<file path="src/rtl/aes_key_sched.sv">
// AES key schedule: loads a 128/192/256-bit key, expands it one word per cycle into a
// word store, and streams round keys in encrypt or decrypt order, with optional replay.
module aes_key_sched #(
    parameter int NK_MAX    = 8,
    parameter bit REPLAY_EN = 1'b1
) (
    input  logic         clk,
    input  logic         rst,
    input  logic         KeyValid,
    input  logic [0:255] Key,
    input  logic [3:0]   Nk,
    input  logic         Dir,
    input  logic         Replay,
    input  logic         RkReq,
    output logic         RkValid,
    output logic [0:127] RoundKey,
    output logic [3:0]   Round,
    output logic         Busy,
    output logic         Done,
    output logic         KeyErr
);

    localparam int DEPTH = 4 * (NK_MAX + 7);
    localparam int AW    = $clog2(DEPTH + 1);

    localparam logic [0:2047] SBOX = {
        128'h637c777bf26b6fc53001672bfed7ab76, 128'hca82c97dfa5947f0add4a2af9ca472c0,
        128'hb7fd9326363ff7cc34a5e5f171d83115, 128'h04c723c31896059a071280e2eb27b275,
        128'h09832c1a1b6e5aa0523bd6b329e32f84, 128'h53d100ed20fcb15b6acbbe394a4c58cf,
        128'hd0efaafb434d338545f9027f503c9fa8, 128'h51a3408f929d38f5bcb6da2110fff3d2,
        128'hcd0c13ec5f974417c4a77e3d645d1973, 128'h60814fdc222a908846eeb814de5e0bdb,
        128'he0323a0a4906245cc2d3ac629195e479, 128'he7c8376d8dd54ea96c56f4ea657aae08,
        128'hba78252e1ca6b4c6e8dd741f4bbd8b8a, 128'h703eb5664803f60e613557b986c11d9e,
        128'he1f8981169d98e949b1e87e9ce5528df, 128'h8ca1890dbfe6426841992d0fb054bb16
    };

    typedef enum logic [1:0] {IDLE, LOAD, EXPAND, STREAM} state_e;

    function automatic logic [7:0] sbox(input logic [7:0] b);
        return SBOX[{b, 3'b000} +: 8];
    endfunction

    function automatic logic [31:0] sub_word(input logic [31:0] w);
        return {sbox(w[31:24]), sbox(w[23:16]), sbox(w[15:8]), sbox(w[7:0])};
    endfunction

    function automatic logic [7:0] xtime(input logic [7:0] b);
        return {b[6:0], 1'b0} ^ (b[7] ? 8'h1b : 8'h00);
    endfunction

    state_e        state_q, state_d;
    logic [3:0]    nk_q, nk_d, nr_q, nr_d;
    logic [3:0]    rd_round_q, rd_round_d, mod_cnt_q, mod_cnt_d;
    logic          dir_q, dir_d, sched_vld_q, sched_vld_d;
    logic          done_q, done_d, key_err_q, key_err_d;
    logic [7:0]    rcon_q, rcon_d;
    logic [AW-1:0] wr_idx_q, wr_idx_d;
    logic [0:255]  key_q;
    logic [31:0]   mem [DEPTH];

    logic          in_idle, nk_ok, rep_ok, accept_key, accept_rep, reject;
    logic [AW-1:0] base, last_idx;
    logic [31:0]   prev_w, back_w, temp, new_w;
    logic          rk_vld, xfer, last_round;

    always_comb begin
        in_idle    = (state_q == IDLE);
        nk_ok      = ((Nk == 4'd4) || (Nk == 4'd6) || (Nk == 4'd8)) && (int'(Nk) <= NK_MAX);
        rep_ok     = REPLAY_EN && sched_vld_q;
        accept_key = in_idle && KeyValid && nk_ok;
        accept_rep = in_idle && !KeyValid && Replay && rep_ok;
        reject     = in_idle && ((KeyValid && !nk_ok) || (!KeyValid && Replay && !rep_ok));
    end

    // Next word of the recurrence; mod_cnt_q tracks i mod Nk without a divider.
    always_comb begin
        prev_w = mem[wr_idx_q - AW'(1)];
        back_w = mem[wr_idx_q - AW'(nk_q)];
        if (mod_cnt_q == 4'd0) begin
            temp = sub_word({prev_w[23:0], prev_w[31:24]}) ^ {rcon_q, 24'h0};
        end else if ((nk_q == 4'd8) && (mod_cnt_q == 4'd4)) begin
            temp = sub_word(prev_w);
        end else begin
            temp = prev_w;
        end
        new_w = back_w ^ temp;
    end

    always_comb begin
        base     = AW'({rd_round_q, 2'b00});
        last_idx = AW'({nr_q, 2'b11});
        case (state_q)
            EXPAND:  rk_vld = !dir_q && (wr_idx_q > base + AW'(3));
            STREAM:  rk_vld = 1'b1;
            default: rk_vld = 1'b0;
        endcase
        xfer       = rk_vld && RkReq;
        last_round = dir_q ? (rd_round_q == 4'd0) : (rd_round_q == nr_q);
    end

    // NOTE: every always_comb output gets a default first so no latch is inferred.
    always_comb begin
        state_d     = state_q;
        nk_d        = nk_q;
        nr_d        = nr_q;
        dir_d       = dir_q;
        rd_round_d  = rd_round_q;
        mod_cnt_d   = mod_cnt_q;
        rcon_d      = rcon_q;
        wr_idx_d    = wr_idx_q;
        sched_vld_d = sched_vld_q;
        done_d      = 1'b0;
        key_err_d   = reject;
        case (state_q)
            IDLE: begin
                if (accept_key) begin
                    state_d     = LOAD;
                    nk_d        = Nk;
                    nr_d        = Nk + 4'd6;
                    dir_d       = Dir;
                    rd_round_d  = Dir ? (Nk + 4'd6) : 4'd0;
                    sched_vld_d = 1'b0;
                end else if (accept_rep) begin
                    state_d    = STREAM;
                    dir_d      = Dir;
                    rd_round_d = Dir ? nr_q : 4'd0;
                end
            end
            LOAD: begin
                state_d   = EXPAND;
                wr_idx_d  = AW'(nk_q);
                mod_cnt_d = 4'd0;
                rcon_d    = 8'h01;
            end
            EXPAND: begin
                wr_idx_d  = wr_idx_q + AW'(1);
                mod_cnt_d = (mod_cnt_q == nk_q - 4'd1) ? 4'd0 : mod_cnt_q + 4'd1;
                if (mod_cnt_q == 4'd0) rcon_d = xtime(rcon_q);
                if (wr_idx_q == last_idx) begin
                    state_d     = STREAM;
                    sched_vld_d = 1'b1;
                end
            end
            default: ;
        endcase
        // The final round only exists once expansion is complete, so this never races EXPAND.
        if (xfer) begin
            if (last_round) begin
                state_d = IDLE;
                done_d  = 1'b1;
            end else begin
                rd_round_d = dir_q ? rd_round_q - 4'd1 : rd_round_q + 4'd1;
            end
        end
    end

    always_ff @(posedge clk or negedge rst) begin
        if (!rst) begin
            state_q     <= IDLE;
            nk_q        <= 4'd4;
            nr_q        <= 4'd10;
            dir_q       <= 1'b0;
            rd_round_q  <= 4'd0;
            mod_cnt_q   <= 4'd0;
            rcon_q      <= 8'h01;
            wr_idx_q    <= '0;
            sched_vld_q <= 1'b0;
            done_q      <= 1'b0;
            key_err_q   <= 1'b0;
        end else begin
            state_q     <= state_d;
            nk_q        <= nk_d;
            nr_q        <= nr_d;
            dir_q       <= dir_d;
            rd_round_q  <= rd_round_d;
            mod_cnt_q   <= mod_cnt_d;
            rcon_q      <= rcon_d;
            wr_idx_q    <= wr_idx_d;
            sched_vld_q <= sched_vld_d;
            done_q      <= done_d;
            key_err_q   <= key_err_d;
        end
    end

    // NOTE: key register and word store are deliberately not reset; state and flags gate every use.
    always_ff @(posedge clk) begin
        if (accept_key) key_q <= Key;
        if (state_q == LOAD) begin
            for (int j = 0; j < NK_MAX; j++) begin
                if (j < int'(nk_q)) mem[AW'(j)] <= key_q[32*j +: 32];
            end
        end
        if (state_q == EXPAND) mem[wr_idx_q] <= new_w;
    end

    assign RkValid  = rk_vld;
    assign RoundKey = rk_vld ? {mem[base], mem[base + AW'(1)], mem[base + AW'(2)], mem[base + AW'(3)]} : '0;
    assign Round    = rk_vld ? rd_round_q : 4'd0;
    assign Busy     = (state_q != IDLE);
    assign Done     = done_q;
    assign KeyErr   = key_err_q;

endmodule

</file>
<file path="config.mk">
export PLATFORM = sky130hd
export DESIGN_NAME = aes_key_sched
export DESIGN_NICKNAME = d
export VERILOG_FILES = /design/src/rtl/aes_key_sched.sv
export SDC_FILE = /design/constraint.sdc
export NUM_CORES = 2
export LEC_CHECK = 0
export ABC_AREA = 0
export BUFFER_PORTS_ARGS = -buffer_cell sky130_fd_sc_hd__buf_2
export CELL_PAD_IN_SITES_DETAIL_PLACEMENT = 2
export CELL_PAD_IN_SITES_GLOBAL_PLACEMENT = 2
export CORE_MARGIN = 2
export CORE_UTILIZATION = 53
export CTS_BUF_LIST = sky130_fd_sc_hd__clkbuf_8
export CTS_CLUSTER_SIZE = 28
export DETAILED_ROUTE_END_ITERATION = 8
export PLACE_DENSITY_LB_ADDON = 0.1
export SKIP_CTS_REPAIR_TIMING = 1
export SYNTH_ARGS = -nofsm -noshare
export SYNTH_HDL_FRONTEND = slang
export SYNTH_SLANG_ARGS = --single-unit
</file>
<file path="constraint.sdc">
create_clock -name clk -period 17.7 [get_ports clk]
set_clock_uncertainty 0.05 [all_clocks]
set_input_delay 0.885 -clock clk [delete_from_list [all_inputs] [get_ports clk]]
set_output_delay 0.885 -clock clk [all_outputs]
set_load 0.01 [all_outputs]
</file>
==> results.md, run 1 <==
- Clock Path Buffers: 4
- Number of I/O port buffers: about 400
- Clk sinks: 2,339
- Synth area leader: edfxtp_1
- Chip width: around 520 um
- Status: aborted with a tool error
- Failing step: global routing
- Share of the synthesized area in the top cell type: 0.4974
- Post-synth EDFFs: 2,304
- Avg Cell Area, Syn: 16.16 um^2
- Mapped Area: between 100,000 and 150,000 um^2
- Num CTS Buffers: 398
- Mapped Cells: between 8,000 and 9,000
- Global Route Usage Sum: 0.8623
- Post-Place Cells: about 12,000
- Largest net degree at the start of global routing: 120
- First Err: [ERROR GRT-0232] Routing congestion too high. Check the congestion heatmap in the GUI.
- Asr flop ratio synth: 0.01496
- Synth Flop Type: edfxtp_1
- CTS root buffer: clkbuf_8
- Total gr overflow: 417
- Synth warnings: 0
- Placed Area: 145,700 um^2
- Syn_nets: 8,953
- Sequential area share after synthesis: 0.5038
- CTS HTree Levels: 5
- Register bit count reported by yosys: 2,339
- Synth unique cells: approximately 130
- RePlAce Congestion: 1.037
- Starting Density: 0.5317
- Die Y: 516.3 um
- Initial antenna violation count: 216
- Synth area leaders: edfxtp_1 50%, mux4_2 30%, mux2_2 1.4%, nand2_1 1.3%, o21ai_0 1.1%
- Row cnt: roughly 190
- Hpwl dp: 469,400 um
- Ports: 402
==> cell families after synthesis <==
kind of cell | after synthesis | share of synthesized area
and+or+nand+nor | 1511 | 0.05185
xor gates and xnor gates | 78 | 0.006126
AOI/OAI and AO/OA | 1539 | 0.07746
muxes | 2150 | 0.3228
buffers and inverters | 910 | 0.03071
adders and majority gates | 80 | 0.007305
DFF | 2339 | 0.5038
==> routing by layer <==
layer	global-route usage	GRT overflow
met3	0.7877	41
met2	0.9474	160
met4	0.8554	178
met5	0.6336	5
met1	0.8605	33
==> synthesized netlist by cell type, types with 36 or more instances <==
cell type / instances
edfxtp_1: 2304
mux4_2: 1826
nand2_1: 491
clkbuf_1: 356
nor2_1: 346
o21ai_0: 306
a21oi_1: 290
buf_2: 220
mux2_2: 173
nand3_1: 171
nor2b_1: 153
buf_1: 147
mux2i_1: 110
a211oi_1: 104
nor3_1: 86
inv_1: 80
ha_1: 78
o211ai_1: 76
and3_1: 67
a31oi_1: 63
buf_4: 56
o31ai_1: 52
a22oi_1: 50
o21ai_1: 50
nand4_1: 38
xnor2_1: 38
a311oi_1: 36
==> stage by stage <==
step | hold slack [ps] | setup slack, ps | util
2_1_floorplan | 442.1 | 7928 | -
3_3_place_gp | 467.0 | 6675 | 0.5570
3_5_place_dp | 486.9 | 6163 | 0.5570
4_1_cts | -227.2 | 5853 | 0.5852
==> run 2, diff against run 1 <==
Settings changed: CELL_PAD_IN_SITES_DETAIL_PLACEMENT 2 to unset, CELL_PAD_IN_SITES_GLOBAL_PLACEMENT 2 to unset, CORE_UTILIZATION 53 to 40, CTS_BUF_LIST sky130_fd_sc_hd__clkbuf_8 to unset, CTS_CLUSTER_SIZE 28 to unset, PLACE_DENSITY_LB_ADDON 0.1 to 0.15.
==> run 2 against run 1 <==
Compared with the run above: the flow now finishes, with violations (negative hold slack); area after synthesis stayed put; synthesized cell count did not move.
==> results.md, run 2 <==
- CTS tree: yes
- First DRT Iteration DRCs: 18,310
- Max reg flops: 2,048
- Crit Path Class: reg2reg
- RePlAce Congestion: 1.059 (+2.1%)
- Largest net degree at the start of global routing: 142
- Synth area leaders: edfxtp_1 50%, mux4_2 30%, mux2_2 1.4%, nand2_1 1.3%, o21ai_0 1.1%
- Start point of the critical path: wr_idx_q[0]
- Hpwl dp: 445,400 um (-5.1%)
- CTS root buffer: clkbuf_16
- Clk sinks: 2,339 (unchanged)
- Routed wire length: 694,600 um
- Most common cell after layout, fill and taps aside: edfxtp_1
- Fin crit share: 0.6333
- Starting Density: 0.4017 (-0.1300)
- Global Route Usage Sum: 0.3866
- Routed via count: between 100k and 150k
- Tightest Pin Transition: ~1400 ps
- Hold Crit Class: in2async
- Post-route minimum period: 11,210 ps
- Slew margin rel.: 0.09466
- Violated checks: negative hold slack
- Vias per cell: 7.529
- Largest registers: mem (2048), key_q (256), rcon_q (8)
- Most common cell in the netlist: edfxtp_1
- Area Overhead vs Synth: 12.49%
- Asr flop ratio synth: 0.01496 (unchanged)
- CP max-delay cell: o21ai_0
- Synth warnings: 0 (unchanged)
- Num CTS Buffers: 274 (-31%)
- Reg2Reg Depth: 22
- Row cnt: 216 (+15%)
- Total gr overflow: 0
- Avg Cell Area, Syn: 16.16 um^2 (unchanged)
- RSZ-0062 raised after global routing: no
- R2R setup slack: 6490 ps
- Die Y: 593.7 um (+15%)
- Clock Path Buffers: 4 (unchanged)
- Fin. Hold Viols: 11
- Fmax: about 0.089 GHz
- Final slew viol count: 0
- Drt wl/cell: 50.71 um
- Cell mode on critical path: buf_4
- Synth unique cells: 126 (unchanged)
- Status: finished, violations left
- Mapped Area: 139,100 um^2 (unchanged)
- Met3 Usage GRT: 0.1345
- Chip width: 593.7 um (+15%)
- Vias in the first global route: around 100,000
- CP max FO: 59
- Register bit count reported by yosys: 2,339 (unchanged)
- Final setup TNS: 0 ps
- Reg2reg start: wr_idx_q[0]
- CTS HTree Levels: 5 (unchanged)
- Share of the synthesized area in the top cell type: 0.4974 (unchanged)
- Hold WS: -24.69 ps
- Syn_nets: 8,953 (unchanged)
- Post-synth EDFFs: 2,304 (unchanged)
- Ports: 402 (unchanged)
- Max Cap Viol: 0
- First-pass GRT wire length: 925,000 um
- Post-route DRC: 0
- Fillcell total: 29,980
- Layer with the highest usage: met2
- Number of I/O port buffers: 401 (unchanged)
- CORE AREA: 346,200 um^2
- Max stage delay on crit path: between 900 and 1000 ps
- Mapped Cells: 8,607 (unchanged)
- Die area: 352,400 um^2
- Setup violators final: 0
- Antenna viol nets, final: 0
- Crit start category: flip-flop
- CP required: 18,300 ps
- Commonest cells post-synth: 2,304 x edfxtp_1, 1,826 x mux4_2, 491 x nand2_1
- Worst r2r dst: mem[19][4]
- Crit-path cells: inv_1 > buf_4 > ha_4 > buf_4 > buf_4 > mux4_2 > a22o_1 > o31ai_1 > and4_1 > ha_1 > clkinv_1 > a211oi_1 > o21ai_0 > nand2_1 > o221ai_1 > a21oi_1 > a211oi_1 > o21ai_0 > a21boi_0 > xor2_1 > inv_1 > buf_4
- Clk_lat worst skew: 980 ps
- Clk pin slew, worst setup/hold paths: 60 ps
- CP endpoint kind: flip-flop
- Nets: 9,227
- Synth Flop Type: edfxtp_1
- Synth area leader: edfxtp_1
- Largest Register: mem
- GR Util met2: 0.5630
- Sequential area share after synthesis: 0.5038 (unchanged)
- Share of cells above drive strength 1: 0.3833
- Worst path arrival time: 11,810 ps
- Commonest non-fill, non-tap cells in the layout: 2,304 x edfxtp_1, 1,826 x mux4_2, 481 x nand2_1
- Met1 usage: 0.4887
- Initial antenna violation count: 62
- Drt first pass iters: 8
[run 2: cell counts after synthesis]
No cell type changed its count.
[run 2: through the flow]
stage / hold slack, ps / std cells / setup slack, ps / cell area (um^2) / utilization
after floorplan: 442.1 / 8607 / 7928 / 139100 / -
after global placement: 458.1 / 13180 / 6555 / 147400 / 0.4257
after detailed placement: 467.9 / 13180 / 7174 / 147400 / 0.4257
after CTS: -23.66 / 13670 / 7161 / 156400 / 0.4517
after global routing: 6.582 / 13670 / 6379 / 156400 / 0.4517
final: -24.69 / 13700 / 6490 / 156400 / 0.4519
[run 2: logic make-up after synthesis]
group | share of synthesized area
DFF | 0.5038
muxes | 0.3228
AOI/OAI and AO/OA | 0.07746
and+or+nand+nor | 0.05185
buffers and inverters | 0.03071
adders and majority gates | 0.007305
xor gates and xnor gates | 0.006126
[run 2: how the worst max path moves through the flow]
stage / to / slack (ps) / cells past startpoint
2_1_floorplan: nr_q[3] / 7930 / 7
5_1_grt: mem[40][4] / 6380 / 22
4_1_cts: mem[19][4] / 7160 / 22
3_3_place_gp: mem[56][14] / 6550 / 21
6_report: mem[19][4] / 6490 / 22
3_5_place_dp: mem[39][4] / 7170 / 22
[run 2: critical path: cells and delay by family (launching register included)]
kind	cells	cell delay [ps]
xor gates and xnor gates	1	570
and+or+nand+nor	2	980
buffers and inverters	7	3140
DFF	1	620
muxes	1	410
adders and majority gates	2	1230
AOI/OAI and AO/OA	9	3570
[run 2: final cells by class]
type / instances / area [um^2] / share of cell area
Sequential cell: 2339 / 70080 / 0.4480
Multi-Input combinational cell: 5358 / 65940 / 0.4215
Clock buffer: 320 / 7166 / 0.04580
Timing Repair Buffer: 816 / 5276 / 0.03373
Antenna cell: 32 / 80.08 / 0.0005118
Inverter: 92 / 362.8 / 0.002319
Clock inverter: 162 / 1812 / 0.01158
Tap cell: 4578 / 5728 / 0.03661
[run 2: metal layers]
layer,vias to the layer above,share of wire
met2,9335,0.43
met4,46,0.079
met5,-,0.00048
met3,2069,0.13
met1,54240,0.35
li1,37440,-
Power of run 2 is left out: the tool's default activity adds up to more than one toggle a clock period on the data nets, which glitch-free logic cannot reach.
